===== src/rtl/pdm_modulator.sv =====
// PCM -> PDM converter: zero-order-hold interpolation into a first-order
// error-feedback sigma-delta modulator, one PDM bit every CLK_DIV clocks.
module pdm_modulator #(
  parameter int DATA_BW = 8,
  parameter int OSR     = 250,
  parameter int CLK_DIV = 4
) (
  input  logic               clk_i,
  input  logic               rst_n_i,
  input  logic               en_i,
  input  logic [DATA_BW-1:0] data_i,
  input  logic               valid_i,
  output logic               ready_o,
  output logic               pdm_o,
  output logic               pdm_valid_o,
  output logic               underrun_o
);

  localparam int ACC_W = DATA_BW + 2;
  localparam int DIV_W = (CLK_DIV > 1) ? $clog2(CLK_DIV) : 1;
  localparam int BIT_W = $clog2(OSR);
  localparam logic signed [ACC_W-1:0] HALF = ACC_W'(2 ** (DATA_BW - 1));

  typedef enum logic {IDLE, RUN} state_t;

  state_t                    state;
  logic [DATA_BW-1:0]        buf_q;
  logic                      buf_full;
  logic [DATA_BW-1:0]        hold_q;
  logic signed [ACC_W-1:0]   acc_q;
  logic [DIV_W-1:0]          div_cnt;
  logic [BIT_W-1:0]          bit_cnt;

  logic                      tick;
  logic signed [ACC_W-1:0]   sum;
  logic                      bit_nxt;

  assign ready_o = en_i & rst_n_i & ~buf_full;
  assign tick    = (state == RUN) && (div_cnt == DIV_W'(CLK_DIV - 1));
  assign sum     = acc_q + $signed({{2{hold_q[DATA_BW-1]}}, hold_q});
  assign bit_nxt = ~sum[ACC_W-1];

  always_ff @(posedge clk_i) begin
    if (!rst_n_i || !en_i) begin
      state       <= IDLE;
      buf_q       <= '0;
      buf_full    <= 1'b0;
      hold_q      <= '0;
      acc_q       <= '0;
      div_cnt     <= '0;
      bit_cnt     <= '0;
      pdm_o       <= 1'b0;
      pdm_valid_o <= 1'b0;
      underrun_o  <= 1'b0;
    end else begin
      pdm_valid_o <= 1'b0;
      underrun_o  <= 1'b0;
      // ready_o is low while full, so a load never collides with a drain
      if (valid_i && ready_o) begin
        buf_q    <= data_i;
        buf_full <= 1'b1;
      end
      case (state)
        IDLE: begin
          if (buf_full) begin
            hold_q   <= buf_q;
            buf_full <= 1'b0;
            div_cnt  <= '0;
            bit_cnt  <= '0;
            state    <= RUN;
          end
        end
        RUN: begin
          div_cnt <= tick ? '0 : div_cnt + DIV_W'(1);
          if (tick) begin
            acc_q       <= bit_nxt ? sum - HALF : sum + HALF;
            pdm_o       <= bit_nxt;
            pdm_valid_o <= 1'b1;
            // frame end: final bit above used the old hold; swap in the next sample
            if (bit_cnt == BIT_W'(OSR - 1)) begin
              bit_cnt <= '0;
              if (buf_full) begin
                hold_q   <= buf_q;
                buf_full <= 1'b0;
              end else begin
                hold_q     <= '0;
                underrun_o <= 1'b1;
              end
            end else begin
              bit_cnt <= bit_cnt + BIT_W'(1);
            end
          end
        end
        default: state <= IDLE;
      endcase
    end
  end

endmodule


===== config.mk =====
export PLATFORM = sky130hd
export DESIGN_NAME = pdm_modulator
export DESIGN_NICKNAME = d
export VERILOG_FILES = /design/src/rtl/pdm_modulator.sv
export SDC_FILE = /design/constraint.sdc
export NUM_CORES = 1
export LEC_CHECK = 0
export CORE_UTILIZATION = 42
export DETAILED_ROUTE_END_ITERATION = 16
export HOLD_SLACK_MARGIN = 0.03
export PLACE_DENSITY = 0.64
export SLEW_MARGIN = 20
export SYNTH_ARGS = -nofsm -noshare
export SYNTH_HDL_FRONTEND = slang
export SYNTH_SLANG_ARGS = --single-unit

===== constraint.sdc =====
create_clock -name clk_i -period 3.7 [get_ports clk_i]
set_input_delay 0.925 -clock clk_i [delete_from_list [all_inputs] [get_ports clk_i]]
set_output_delay 0.925 -clock clk_i [all_outputs]
set_load 0.005 [all_outputs]

==> metrics.md <==
| Metric | Value |
|---|---|
| Gpl congestion | 0.808 |
| Maxcap violations | 0 |
| R2R Setup Slk | 0.99 ns |
| Worst min path class | reg2reg |
| Dpl ws | 0.669 ns |
| Hold buffer count at cts | 0 |
| Switching Share | 19.3% |
| FP Rows | 24 |
| Worst Max-Slew Pin Slew | 0.637 ns |
| Slew HR | 57.5% |
| Via count | 1453 |
| CP max FO | 2 |
| Setup crit end kind | output port |
| Height of the die | 69.4 um |
| NumNets Final | 255 |
| Initial antenna violation count | 0 |
| Status | completed |
| 1st-pass router iterations | 4 |
| Total grt overflow | 0 |
| Post-CTS Setup Repair Bufs | 0 |
| Core Footprint | 0.00435 mm2 |
| Combinational Power Share | 4.1% |
| CP required | 2.77 ns |
| Sequential Power Share | 49.5% |
| Post-layout util | 50.8% |
| Layout area overhead | 15.8% |
| Layout cell share with drive strength beyond 1 | 6.96% |
| Finish-stage setup viols | 0 |
| Clk pwr share | 46.4% |
| Initial DRC Count | 46 |
| Pint | 731 uW |
| Root buf cell | clkbuf_8 |
| Port bufs | 15 |
| Die Wd | 69.4 um |
| Post-synthesis cell area | 0.00191 mm2 |
| Final period util | 81.7% |
| Die ar. | 0.00482 mm2 |
| DP Wirelength | 2390 um |
| P_leak | 0.843 nW |
| CTS tree | built |
| Fin. max-slew vios | 0 |
| Clock slew at reported path FFs | 0.08 ns |
| Worst path cell trace | clkdlybuf4s50_1 -> nand2_2 -> nor2_1 -> clkdlybuf4s50_1 |
| Worst path slowest cell | clkdlybuf4s50_1 |
| Critical path class | in2out |
| Post-synth EDFFs | 0 |
| Final Skew | 0.00829 ns |
| Synth Flop Type | dfxtp_1 |
| # DRC | 0 |
| Setup TNS | 0 ns |
| # clock sinks | 41 |
| Initial Utilization | 43.9% |
| First-pass GRT wire length | 5840 um |
| Fmax | 0.331 GHz |
| Avg Inst Size Synth | 8.96 um2 |
| Drt via density | 5.15 |
| Worst setup margin | 0.676 ns |
| CP peak stage delay | 0.51 ns |
| Switching pwr | 175 uW |
| Antenna-violating nets left | 0 |
| Largest net degree at the start of global routing | 27 |
| Cell variety after synth | 41 |
| Peak supply drop | 0.228 mV |
| CP Launch Type | input port |
| H-Tree Depth | 2 |
| Min Tclk post-route | 3.02 ns |
| Fill cells | 413 |
| Fin. Hold Viols | 0 |
| Most common cell on crit path | clkdlybuf4s50_1 |
| WL final | 3320 um |
| Wire per inst | 11.8 um |
| Vias in the first global route | 1318 |
| Power per cell area | 410 mW/mm2 |
| Worst-skew pair later-pin latency | 0.29 ns |
| Tot Pwr | 906 uW |
| Gr usage total | 15.2% |
| Sequential cell area fraction in the yosys report | 43.0% |
| Diode count | 0 |
| RSZ-0062 raised after global routing | no |
| CTS resizes | 0 |
| Crit path DAT | 2.10 ns |
| IO Pins | 16 |
| Mapped Nets | 239 |
| Ys Warns | 0 |
| Clock Path Buffers | 2 |
| Mapped Cells | 213 |
| Total CTS buffers | 5 |
| Post-synth ARST share | 0% |
| Yosys reg bits | 41 |
[layout make-up]
type                       count  area [um2]  area share (%)
clock inverter                 3        65.1            2.94
sequential                    41         821            37.1
multi-input combinational    164        1030            46.6
inverter                       1        3.75           0.170
tap                           52        65.1            2.94
timing repair buffer          16         158            7.13
clock buffer                   5        68.8            3.11
[routing by layer]
| metal | GRT usage, % | vias up | part of all wire [%] |
|---|---|---|---|
| li1 | - | 766 | - |
| met1 | 19.6 | 668 | 51 |
| met2 | 23.6 | 14 | 45 |
| met3 | 5.23 | 5 | 2.8 |
| met4 | 5.44 | 0 | 1.4 |
| met5 | 0 | - | 0 |
[power by group through the flow]
stage / sequential, mW / combinational [mW] / clock [mW]
after floorplan: 0.458 / 0.0221 / 0
after global placement: 0.459 / 0.0375 / 0
after detailed placement: 0.459 / 0.0377 / 0
after CTS: 0.449 / 0.0380 / 0.434
after global routing: 0.450 / 0.0425 / 0.456
final: 0.449 / 0.0371 / 0.420
[cells in the final DEF, fill, tap and decap left out, types with 3 or more instances in the layout]
cell and count:
clkbuf_8 5, nor2_1 25, o21ai_0 4, nand2_1 38, a21oi_1 22, nand3_1 4
a21o_1 3, xnor2_1 8, clkdlybuf4s50_1 15, xor2_1 6, ha_1 12, nand4_1 3
a211oi_1 3, a22o_1 9, nor2b_1 3, dfxtp_1 41
[flip-flops by register name, summed over array words and instances, names as in the netlist]
| register | cells |
|---|---|
| acc_q | 10 |
| bit_cnt | 8 |
| buf_q | 8 |
| hold_q | 8 |
| div_cnt | 2 |
| buf_full | 1 |
| pdm_o | 1 |
| pdm_valid_o | 1 |
| state | 1 |
| underrun_o | 1 |
[synthesized netlist by cell type, drive strengths merged, types with 2 or more instances]
cell type	n	share of area, %
fa	2	2.1
nor2	25	4.9
and3	2	0.72
nand3	4	1.0
a22o	9	4.1
xor2	6	2.8
a21o	4	1.6
a211oi	3	1.2
dfxtp	41	43
nand4	3	0.98
o21ai	4	1.0
nor2b	3	0.98
nand2	39	7.8
xnor2	8	3.7
or3b	2	0.92
clkbuf	5	2.1
a21oi	24	6.7
buf	2	0.79
ha	12	7.9
nand2b	2	0.66
[logic make-up (layout without fill, tap and decap cells)]
family                   Yosys count  in the layout  share of synthesized area [%]
AO/OA/AOI/OAI                     49             49                           16.8
XOR/XNOR                          14             14                           6.42
adder cells (fa/ha/maj)           14             14                           9.96
buffers and inverters              8             25                           3.08
flip-flops                        41             41                           43.0
multiplexers                       2              2                           1.11
AND/OR/NAND/NOR                   85             85                           19.7
[metrics by stage]
stage          hold slack, ns  instances  cell area (um2)
2_1_floorplan           0.433        213             1910
3_3_place_gp            0.443        274             2080
3_5_place_dp            0.450        274             2080
4_1_cts                 0.461        282             2210
5_1_grt                 0.481        282             2210
6_report                0.462        282             2210
[worst paths after layout]
kind,from,to,cells past startpoint
worst max-delay path,rst_n_i,ready_o,4
worst min-delay path,buf_q[4],buf_q[4],2
worst max register to register,hold_q[0],acc_q[8],9
worst min register to register,buf_q[4],buf_q[4],2
[worst max-delay path, delay by kind of cell]
family	cells	cell delay, ns
simple gates	2	0.17
buf+inv	2	1.00
No activity file was read; power rests on OpenSTA's default activity.
